### src/rtl/i2c_slave_engine_pkg.sv
// Shared definitions for the I2C slave engine.
//   I2C_ADDR_W   : width of a 7-bit I2C address
//   I2C_BYTE_W   : width of a data byte
//   RD_IDLE_BYTE : value returned for reads past the two data registers
//   state_t      : protocol state machine encoding
package i2c_slave_engine_pkg;

    localparam int unsigned I2C_ADDR_W = 7;
    localparam int unsigned I2C_BYTE_W = 8;

    localparam logic [I2C_BYTE_W-1:0] RD_IDLE_BYTE = 8'hFF;

    typedef enum logic [2:0] {
        StIdle,
        StAddr,
        StAddrAck,
        StWrByte,
        StWrAck,
        StRdByte,
        StRdAck,
        StWaitStop
    } state_t;

endpackage

### src/rtl/i2c_edge_detect.sv
// Registers SCL and SDA once and derives single-cycle event pulses from the
// current versus registered values.
//   clk, rst          : system clock, asynchronous active-high reset
//   scl_in, sda_i     : de-glitched bus lines
//   scl_rise/scl_fall : SCL edge pulses
//   start_det         : SDA falling while SCL high
//   stop_det          : SDA rising while SCL high
module i2c_edge_detect (
    input  logic clk,
    input  logic rst,
    input  logic scl_in,
    input  logic sda_i,
    output logic scl_rise,
    output logic scl_fall,
    output logic start_det,
    output logic stop_det
);

    logic scl_q;
    logic sda_q;

    // An idle bus is high, so the registers come out of reset at 1 to avoid
    // a spurious edge on the first cycle.
    always_ff @(posedge clk or posedge rst) begin
        if (rst) begin
            scl_q <= 1'b1;
            sda_q <= 1'b1;
        end else begin
            scl_q <= scl_in;
            sda_q <= sda_i;
        end
    end

    always_comb begin
        scl_rise  = scl_in & ~scl_q;
        scl_fall  = ~scl_in & scl_q;
        start_det = scl_in & sda_q & ~sda_i;
        stop_det  = scl_in & ~sda_q & sda_i;
    end

endmodule

### src/rtl/i2c_slave_engine.sv
// I2C slave protocol engine: address match, two-byte write into int_reg0/1,
// read of rcv_reg0/1 (then 0xFF), with SDA changes delayed SDA_HOLD cycles
// after each SCL falling edge.
//   clk, rst               : system clock, asynchronous active-high reset
//   address                : own 7-bit address
//   sda_i, scl_in          : de-glitched bus lines
//   rcv_reg0, rcv_reg1     : read data (byte 0 / byte 1)
//   sda_out, sda_oe        : SDA drive value (0 pulls low) and enable
//   slave_addr             : address field of the last address byte
//   int_reg0, int_reg1     : first / second written data byte
//   wr_done                : one-cycle pulse on STOP after an accepted write
//   busy                   : high from START until STOP
module i2c_slave_engine
    import i2c_slave_engine_pkg::*;
#(
    parameter int unsigned SDA_HOLD = 3
) (
    input  logic                  clk,
    input  logic                  rst,
    input  logic [I2C_ADDR_W-1:0] address,
    input  logic                  sda_i,
    input  logic                  scl_in,
    input  logic [I2C_BYTE_W-1:0] rcv_reg0,
    input  logic [I2C_BYTE_W-1:0] rcv_reg1,
    output logic                  sda_out,
    output logic                  sda_oe,
    output logic [I2C_ADDR_W-1:0] slave_addr,
    output logic [I2C_BYTE_W-1:0] int_reg0,
    output logic [I2C_BYTE_W-1:0] int_reg1,
    output logic                  wr_done,
    output logic                  busy
);

    logic scl_rise;
    logic scl_fall;
    logic start_det;
    logic stop_det;

    i2c_edge_detect u_edge (
        .clk      (clk),
        .rst      (rst),
        .scl_in   (scl_in),
        .sda_i    (sda_i),
        .scl_rise (scl_rise),
        .scl_fall (scl_fall),
        .start_det(start_det),
        .stop_det (stop_det)
    );

    state_t                  state;
    logic [3:0]              bit_cnt;   // 0..8; 8 means "inside the ACK slot"
    logic [1:0]              byte_idx;  // saturates at 2
    logic [I2C_ADDR_W-1:0]   shreg;     // first seven bits of the current byte
    logic                    rw;
    logic [I2C_BYTE_W-1:0]   rd_lat0;
    logic [I2C_BYTE_W-1:0]   rd_lat1;
    logic [7:0]              hold_cnt;
    logic                    pend_oe;
    logic                    pend_out;

    logic                    sched;
    logic                    sched_oe;
    logic                    sched_out;
    logic [I2C_BYTE_W-1:0]   tx_byte;

    always_comb begin
        case (byte_idx)
            2'd0:    tx_byte = rd_lat0;
            2'd1:    tx_byte = rd_lat1;
            default: tx_byte = RD_IDLE_BYTE;
        endcase
    end

    // SDA value to present after an SCL falling edge; applied SDA_HOLD later.
    always_comb begin
        sched     = 1'b0;
        sched_oe  = 1'b0;
        sched_out = 1'b1;
        if (scl_fall) begin
            case (state)
                StAddrAck: begin
                    sched = 1'b1;
                    if (bit_cnt == 4'd8) begin
                        sched_oe  = 1'b1;
                        sched_out = 1'b0;
                    end else if (rw) begin
                        // Closing the address ACK of a read: first bit of byte 0.
                        sched_oe  = 1'b1;
                        sched_out = rcv_reg0[7];
                    end
                end
                StWrAck: begin
                    sched = 1'b1;
                    if (bit_cnt == 4'd8) begin
                        sched_oe  = 1'b1;
                        sched_out = 1'b0;
                    end
                end
                StRdByte: begin
                    if (bit_cnt != 4'd0) begin
                        sched     = 1'b1;
                        sched_oe  = 1'b1;
                        sched_out = tx_byte[3'd7 - bit_cnt[2:0]];
                    end
                end
                StRdAck: begin
                    sched = 1'b1;
                    if (bit_cnt == 4'd0) begin
                        // Master ACKed; byte_idx already points at the next byte.
                        sched_oe  = 1'b1;
                        sched_out = tx_byte[7];
                    end
                end
                default: ;
            endcase
        end
    end

    always_ff @(posedge clk or posedge rst) begin
        if (rst) begin
            state      <= StIdle;
            bit_cnt    <= 4'd0;
            byte_idx   <= 2'd0;
            shreg      <= '0;
            rw         <= 1'b0;
            rd_lat0    <= '0;
            rd_lat1    <= '0;
            hold_cnt   <= 8'd0;
            pend_oe    <= 1'b0;
            pend_out   <= 1'b1;
            sda_oe     <= 1'b0;
            sda_out    <= 1'b1;
            slave_addr <= '0;
            int_reg0   <= '0;
            int_reg1   <= '0;
            wr_done    <= 1'b0;
            busy       <= 1'b0;
        end else begin
            wr_done <= 1'b0;

            if (hold_cnt != 8'd0) begin
                hold_cnt <= hold_cnt - 8'd1;
                if (hold_cnt == 8'd1) begin
                    sda_oe  <= pend_oe;
                    sda_out <= pend_out;
                end
            end

            if (sched) begin
                if (SDA_HOLD == 0) begin
                    sda_oe  <= sched_oe;
                    sda_out <= sched_out;
                end else begin
                    hold_cnt <= 8'(SDA_HOLD);
                    pend_oe  <= sched_oe;
                    pend_out <= sched_out;
                end
            end

            // START/STOP release SDA at once and cancel any pending change.
            if (stop_det) begin
                wr_done  <= busy & ~rw & (byte_idx != 2'd0);
                state    <= StIdle;
                busy     <= 1'b0;
                bit_cnt  <= 4'd0;
                byte_idx <= 2'd0;
                hold_cnt <= 8'd0;
                sda_oe   <= 1'b0;
                sda_out  <= 1'b1;
            end else if (start_det) begin
                state    <= StAddr;
                busy     <= 1'b1;
                bit_cnt  <= 4'd0;
                byte_idx <= 2'd0;
                rw       <= 1'b0;
                hold_cnt <= 8'd0;
                sda_oe   <= 1'b0;
                sda_out  <= 1'b1;
            end else if (scl_rise) begin
                case (state)
                    StAddr: begin
                        shreg   <= {shreg[5:0], sda_i};
                        bit_cnt <= bit_cnt + 4'd1;
                        if (bit_cnt == 4'd7) begin
                            slave_addr <= shreg;
                            rw         <= sda_i;
                            if (shreg == address) begin
                                state <= StAddrAck;
                            end else begin
                                state   <= StWaitStop;
                                bit_cnt <= 4'd0;
                            end
                        end
                    end
                    StAddrAck, StWrAck: bit_cnt <= 4'd0;
                    StWrByte: begin
                        shreg   <= {shreg[5:0], sda_i};
                        bit_cnt <= bit_cnt + 4'd1;
                        if (bit_cnt == 4'd7) begin
                            if (byte_idx == 2'd0) begin
                                int_reg0 <= {shreg, sda_i};
                                byte_idx <= 2'd1;
                                state    <= StWrAck;
                            end else if (byte_idx == 2'd1) begin
                                int_reg1 <= {shreg, sda_i};
                                byte_idx <= 2'd2;
                                state    <= StWrAck;
                            end else begin
                                state   <= StWaitStop;
                                bit_cnt <= 4'd0;
                            end
                        end
                    end
                    StRdByte: begin
                        bit_cnt <= bit_cnt + 4'd1;
                        if (bit_cnt == 4'd7) begin
                            state <= StRdAck;
                            if (byte_idx != 2'd2) begin
                                byte_idx <= byte_idx + 2'd1;
                            end
                        end
                    end
                    StRdAck: begin
                        bit_cnt <= 4'd0;
                        if (sda_i) begin
                            state <= StWaitStop;
                        end
                    end
                    default: ;
                endcase
            end else if (scl_fall) begin
                case (state)
                    StAddrAck: begin
                        if (bit_cnt == 4'd0) begin
                            if (rw) begin
                                rd_lat0 <= rcv_reg0;
                                rd_lat1 <= rcv_reg1;
                                state   <= StRdByte;
                            end else begin
                                state <= StWrByte;
                            end
                        end
                    end
                    StWrAck: if (bit_cnt == 4'd0) state <= StWrByte;
                    StRdAck: if (bit_cnt == 4'd0) state <= StRdByte;
                    default: ;
                endcase
            end
        end
    end

endmodule

### config.mk
export PLATFORM = sky130hd
export DESIGN_NAME = i2c_slave_engine
export DESIGN_NICKNAME = d
export VERILOG_FILES = /design/src/rtl/i2c_slave_engine_pkg.sv /design/src/rtl/i2c_edge_detect.sv /design/src/rtl/i2c_slave_engine.sv
export SDC_FILE = /design/constraint.sdc
export NUM_CORES = 1
export LEC_CHECK = 0
export ABC_AREA = 1
export BUFFER_PORTS_ARGS = -buffer_cell sky130_fd_sc_hd__buf_2
export CAP_MARGIN = 20
export CORE_UTILIZATION = 57
export CTS_CLUSTER_DIAMETER = 60
export DETAILED_ROUTE_END_ITERATION = 6
export GPL_TIMING_DRIVEN = 1
export PLACE_DENSITY = 0.8
export SLEW_MARGIN = 15
export SYNTH_ARGS = -nofsm -noshare
export SYNTH_HDL_FRONTEND = slang
export SYNTH_SLANG_ARGS = --single-unit
### constraint.sdc
create_clock -name clk -period 2.4 [get_ports clk]
set_clock_uncertainty 0.05 [all_clocks]
set_input_delay 0.36 -clock clk [delete_from_list [all_inputs] [get_ports clk]]
set_output_delay 0.36 -clock clk [all_outputs]
set_load 0.05 [all_outputs]
== After elaboration in Yosys (flattened, before gate mapping) ==
Cells that the tools add are included.

* Bits in registers: 72
* Output and inout port bits: 27
* Word-level logic and storage cells: 167

* $add $sub $neg: 4
* Order comparisons: 1
* Eq/ne operators: 24
* Muxes and demuxes: 73
* Bitwise logic cells: 17
* Reduce and logical (&&, ||, !) cells: 29

{| class="wikitable"
|+ Operators by type and width
! kind !! number
|-
| $ne A5 B5 Y1 const B || 8
|-
| $mux W3 || 13
|-
| $mux W4 || 8
|-
| $mux W8 || 4
|-
| $mux W1 || 29
|-
| $mux W2 || 10
|-
| $pmux W4 S4 || 1
|-
| $pmux W8 S2 || 1
|-
| $reduce_bool A4 Y1 || 4
|-
| $reduce_and A7 Y1 || 2
|-
| $ne A4 B4 Y1 const B || 3
|-
| $pmux W3 S4 || 1
|-
| $reduce_and A6 Y1 || 2
|-
| $reduce_bool A6 Y1 || 2
|-
| $reduce_and A10 Y1 || 1
|-
| $reduce_bool A2 Y1 || 5
|-
| $eq A3 B3 Y1 const B || 3
|-
| $not A1 Y1 || 9
|-
| $pmux W3 S3 || 1
|-
| $reduce_bool A3 Y1 || 3
|-
| $and A1 B1 Y1 || 8
|-
| $eq A8 B1 Y1 const B || 1
|-
| $pmux W1 S4 || 2
|-
| $reduce_and A4 Y1 || 2
|-
| other kinds (23) || 25
|}

== Longest topological paths before layout ==
* Depth in word-level cells: 8
* Mapped depth: 11
* Mapped depth without buffers: 10

== Hierarchy ==
A second synthesis with hierarchy kept.

* Cell total of the unflattened synthesis: 447
* Area, all modules: 3834.9 um^2

{| class="wikitable"
|+ Modules (own cells, without submodules)
! module !! times used !! cells an instance !! area an instance (um^2) !! seq. area each (um^2)
|-
| i2c_slave_engine || 1 || 436 || 3748.6 || 1754.2
|-
| i2c_edge_detect || 1 || 11 || 86.3 || 52.6
|}

== Least setup slack after synthesis ==
OpenSTA, ideal clock, no wires.

* Path kind: reg2reg
* Start point: reg bit_cnt[1]
* End point: reg rd_lat1[0]
* Data arrival time: 1.665 ns
* Path slack: 0.557 ns
* Stages on the path, launching flop included: 8
* Period minus slack after synthesis: 1.843 ns
* Path through: dfrtp_1 > inv_1 > ha_1 > nand3_1 > nor3_1 > nand2_2 > buf_6 > mux2_1

* Word-level cells in the longest chain between the ends: 2

{| class="wikitable"
|+ Ends and longest elaborated chain
! what !! RTL line !! text
|-
| from (decl) || i2c_slave_engine.sv:51 || <nowiki>logic [3:0] bit_cnt; // 0..8; 8 means "inside the ACK slot"</nowiki>
|-
| from (signal assigned) || i2c_slave_engine.sv:183 || <nowiki>bit_cnt <= bit_cnt + 4'd1;</nowiki>
|-
| from (signal assigned) || i2c_slave_engine.sv:198 || <nowiki>bit_cnt <= bit_cnt + 4'd1;</nowiki>
|-
| from (signal assigned) || i2c_slave_engine.sv:215 || <nowiki>bit_cnt <= bit_cnt + 4'd1;</nowiki>
|-
| $logic_not A4 Y1 || i2c_slave_engine.sv:234 || <nowiki>if (bit_cnt == 4'd0) begin</nowiki>
|-
| $reduce_and A7 Y1 (no source line) || - ||
|-
| to (signal assigned) || i2c_slave_engine.sv:237 || <nowiki>rd_lat1 <= rcv_reg1;</nowiki>
|-
| to (decl) || i2c_slave_engine.sv:56 || <nowiki>logic [I2C_BYTE_W-1:0] rd_lat1;</nowiki>
|}

No other way between the ends.
A chain may end at the register's enable or synchronous reset.

== Final worst setup path ==
* Start point: reg byte_idx[1]
* End point: reg byte_idx[1]

* Word-level cells in the longest chain between the ends: 7
* Elaborated cells between the ends (all ways): 15
* Those cells by class: 1 x add/sub; 4 x eq/ne; 8 x mux; 2 x reduce/logical

{| class="wikitable"
|+ Ends and longest elaborated chain
! what !! RTL line !! text
|-
| from (decl) || i2c_slave_engine.sv:52 || <nowiki>logic [1:0] byte_idx;</nowiki>
|-
| from (signal assigned) || i2c_slave_engine.sv:219 || <nowiki>byte_idx <= byte_idx + 2'd1;</nowiki>
|-
| $add A2 B1 Y2 or $logic_not A2 Y1 (tied branches) || i2c_slave_engine.sv:219, i2c_slave_engine.sv:200 ||
|-
| $mux W2 (on tied branches) || i2c_slave_engine.sv:218, i2c_slave_engine.sv:200 ||
|-
| $mux W2 (on tied branches) || i2c_slave_engine.sv:216, i2c_slave_engine.sv:199 ||
|-
| $pmux W2 S2 || i2c_slave_engine.sv:180 || <nowiki>case (state)</nowiki>
|-
| $mux W2 || i2c_slave_engine.sv:179 || <nowiki>end else if (scl_rise) begin</nowiki>
|-
| $mux W2 || i2c_slave_engine.sv:170 || <nowiki>end else if (start_det) begin</nowiki>
|-
| $mux W2 || i2c_slave_engine.sv:161 || <nowiki>if (stop_det) begin</nowiki>
|}

Parallel ways exist; a longest one is shown, timed or not. The select of a mux whose other input is x is not followed.

==> run_results.csv <==
group,metric,value,unit
outcome,status,"finished clean",
grt,grt_pass1_wl,13600,um
timing,hold_viol,0,
min_path,min-delay-path-class,"primary input to asynchronous set/reset pin",
run,cap_violations,0,
routing,wl_met3,453,um
worst_setup_path,arrival,2270,ps
worst_setup_path,path_buf_inv,1,
routing,dr_wl_met2,4060,um
cts,htree_levels,3,
layout,final_nets,545,
worst_setup_path,required,2590,ps
pwr,power.density,1000,nW/um2
synthesis,ys_types,38,
timing,rsz0062_at_grt,"no",
synthesis,yosys_warnings,0,
cts,cts_buffer_depth,2,
pwr,power.total,4.23,mW
place,routabilityCongestion,0.917,
cts,cts_tree,"built",
worst_setup_path,critical_path.startpoint_type,"register",
pwr,irDropWorstVdd,0.000654,V
synthesis,synth_nets,487,
layout,syn2layout_area_growth,13.7,%
routing,totalWireLength,8420,um
timing,finalMaxSlewViolations,0,
worst_setup_path,crit_fanout,10,
routing,num_vias,3287,
synthesis,synth_edf_count,0,
die,io_pins,54,
layout,drive_gt1_share,20.1,%
grt,grt_util_all_layers,27.0,%
cts,cts_resized,0,
worst_setup_path,worstSetupEndpointType,"register",
synthesis,syn-instance-count,450,
place,io_buffers,53,
die,fp.coreArea,6310,um2
cts,cts.sinks,72,
worst_setup_path,critPathSlowestCell,"ha_1",
routing,route.detailed.drc,0,
worst_setup_path,crit_chain,"inv_1 -> ha_1 -> nor2_1 -> o21ai_0 -> nand4_1 -> o21ai_0 -> a21oi_1",
cts,clk_latency,360,ps
timing,layout_min_cycle_time,2090,ps
routing,initialDrtViolationCount,264,
place,hpwl,6060,um
routing,dr.pass1.iters,5,
cts,cts_hold_buf,0,
cts,cts-buffers-inserted,9,
pwr,leakagePower,2.22,nW
synthesis,syn_area,3710,um2
routing,wl_met1,3640,um
layout,fillers,535,
grt,antenna_found_initial,0,
timing,worst_pin_slew,493,ps
routing,avgViaCountPerCell,5.58,
synthesis,syn_area_per_cell,8.25,um2
cts,clk_pin_slew_worst_paths,80,ps
die,num_rows,29,
routing,wire_per_inst,14.3,um
timing,fin_crit_sh,87.0,%
timing,holdWs,17.5,ps
die,die_h,82.7,um
synthesis,synth_ff_type,"dfrtp_1",
worst_setup_path,crit_path_frequent_cell,"o21ai_0",
timing,fin_setup_tns,0,ps
cts,cts_root_buf,"clkbuf_8",
worst_setup_path,slowest_delay,470,ps
timing,setup_violations,0,
grt,overflow,0,
synthesis,yosysSeqAreaShare,48.7,%
routing,top_layer,"met4",
die,start_util,58.8,%
synthesis,synthArstFlopShare,100,%
die,die_x,82.7,um
layout,n_antenna_cell,0,
synthesis,synth-seq-cells,72,
timing,fmax,479,MHz
timing,slew_headroom,67.1,%
grt,grt_max_degree,73,
grt,grt_pass1_vias,2996,
cts,post-cts-setup-buffers,0,
routing,ant_nets,0,
worst_setup_path,path_class,"register to register",
worst_setup_path,critPathTopFamily,"compound AO/OA/AOI/OAI gates",
die,dieArea,6840,um2
[worst min-delay path, stage by stage]
cell and delay, ps:
buf_2 100, inv_2 60, buf_12 320
[through the flow]
| step | cells | utilization (%) | area, um2 | setup slack, ps |
|---|---|---|---|---|
| CTS | 589 | 66.8 | 4220 | 336 |
| floorplan | 450 | - | 3710 | 172 |
| global route | 589 | 66.8 | 4220 | 181 |
| detailed placement | 574 | 64.3 | 4060 | 352 |
| finish | 589 | 66.8 | 4220 | 313 |
| global placement | 574 | 64.3 | 4060 | 375 |
[metal layers]
layer  global-route usage, %  up-vias
met5                       0        -
met4                    13.1        0
met3                    7.25       25
met2                    43.0      123
met1                    33.9     1550
li1                        -     1589
[kinds of logic (layout without fill, tap and decap cells)]
kind of cell	after synthesis	after routing	synth area share, %
adder cells (fa/ha/maj)	10	10	3.37
AND/OR/NAND/NOR	201	201	23.7
buffers and inverters	63	125	6.71
multiplexers	13	13	3.94
flip-flops	72	72	48.7
XOR/XNOR	2	2	0.472
AO/OA/AOI/OAI	89	89	13.1
[synthesized netlist by cell type (2+ instances only)]
| cell | count | area (um2) |
|---|---|---|
| buf_2 | 4 | 20.0 |
| nand2_2 | 3 | 18.8 |
| nand3_1 | 24 | 120 |
| o22ai_1 | 3 | 18.8 |
| a31oi_1 | 3 | 18.8 |
| inv_1 | 49 | 184 |
| xor2_1 | 2 | 17.5 |
| o21ai_0 | 23 | 115 |
| inv_2 | 6 | 22.5 |
| nor2_1 | 34 | 128 |
| nand4_1 | 5 | 31.3 |
| a211oi_1 | 2 | 15.0 |
| nor3_1 | 6 | 30.0 |
| nand2_1 | 117 | 439 |
| clkbuf_1 | 2 | 7.51 |
| a21oi_1 | 17 | 85.1 |
| nand3_2 | 2 | 20.0 |
| o21ai_1 | 36 | 180 |
| ha_1 | 10 | 125 |
| dfrtp_1 | 68 | 1700 |
| mux2_1 | 4 | 45.0 |
| mux2_2 | 9 | 101 |
| nand3b_1 | 3 | 22.5 |
| dfstp_2 | 4 | 105 |
[registers in the layout, summed over array words and instances (netlist names)]
| signal | flops |
|---|---|
| hold_cnt | 8 |
| int_reg0 | 8 |
| int_reg1 | 8 |
| rd_lat0 | 8 |
| rd_lat1 | 8 |
| shreg | 7 |
| slave_addr | 7 |
| bit_cnt | 4 |
| state | 3 |
| byte_idx | 2 |
| busy | 1 |
| pend_oe | 1 |
| pend_out | 1 |
| rw | 1 |
| sda_oe | 1 |
| sda_out | 1 |
| u_edge.scl_q | 1 |
| u_edge.sda_q | 1 |
| wr_done | 1 |
[power by group]
| group | switching, mW | internal [mW] |
|---|---|---|
| clock network | 0.466 | 0.365 |
| logic | 1.09 | 0.556 |
| registers | 0.236 | 1.52 |
| total | 1.79 | 2.44 |
[final timing paths]
kind	from	end	slack (ps)	cells past startpoint
hold / removal	rst	rd_lat0[1]$_DFFE_PP0P_	20	3
min in group clk	sda_i	u_edge.sda_q$_DFF_PP1_	100	1
max in group asynchronous	rst	pend_out$_DFFE_PP1P_	1930	3
setup / recovery	byte_idx[1]$_DFFE_PP0P_	byte_idx[1]$_DFFE_PP0P_	310	7
setup reg to reg	byte_idx[1]$_DFFE_PP0P_	byte_idx[1]$_DFFE_PP0P_	310	7
hold reg to reg	int_reg1[3]$_DFFE_PP0P_	int_reg1[3]$_DFFE_PP0P_	440	2
[layout make-up]
type                    count  area, um2  share of cell area [%]
flip-flops and latches     72       1810                    42.8
multi-input cells         315       1660                    39.2
repair buffers             55        293                    6.94
inverters                  55        206                    4.89
clock buffers               9        124                    2.94
well taps                  77       96.3                    2.28
clock inverters             6       37.5                   0.890
[layout by cell type (no fill, tap or decap), types with 2 or more instances in the layout]
master | netlist | layout
a211oi_1 | 2 | 2
nand3_1 | 24 | 24
clkinv_4 | 0 | 2
mux2_1 | 4 | 4
nor2_1 | 34 | 34
inv_1 | 49 | 48
dfrtp_1 | 68 | 68
dfstp_2 | 4 | 4
o21ai_1 | 36 | 36
o21ai_0 | 23 | 23
a31oi_1 | 3 | 3
buf_2 | 4 | 53
mux2_2 | 9 | 9
nand3_2 | 2 | 2
nand3b_1 | 3 | 3
inv_2 | 6 | 7
nand2_1 | 117 | 117
a21oi_1 | 17 | 17
clkinv_2 | 0 | 4
nand4_1 | 5 | 5
xor2_1 | 2 | 2
ha_1 | 10 | 10
clkbuf_8 | 0 | 9
o22ai_1 | 3 | 3
nor3_1 | 6 | 6
nand2_2 | 3 | 3
No activity file was read; power rests on OpenSTA's default activity.
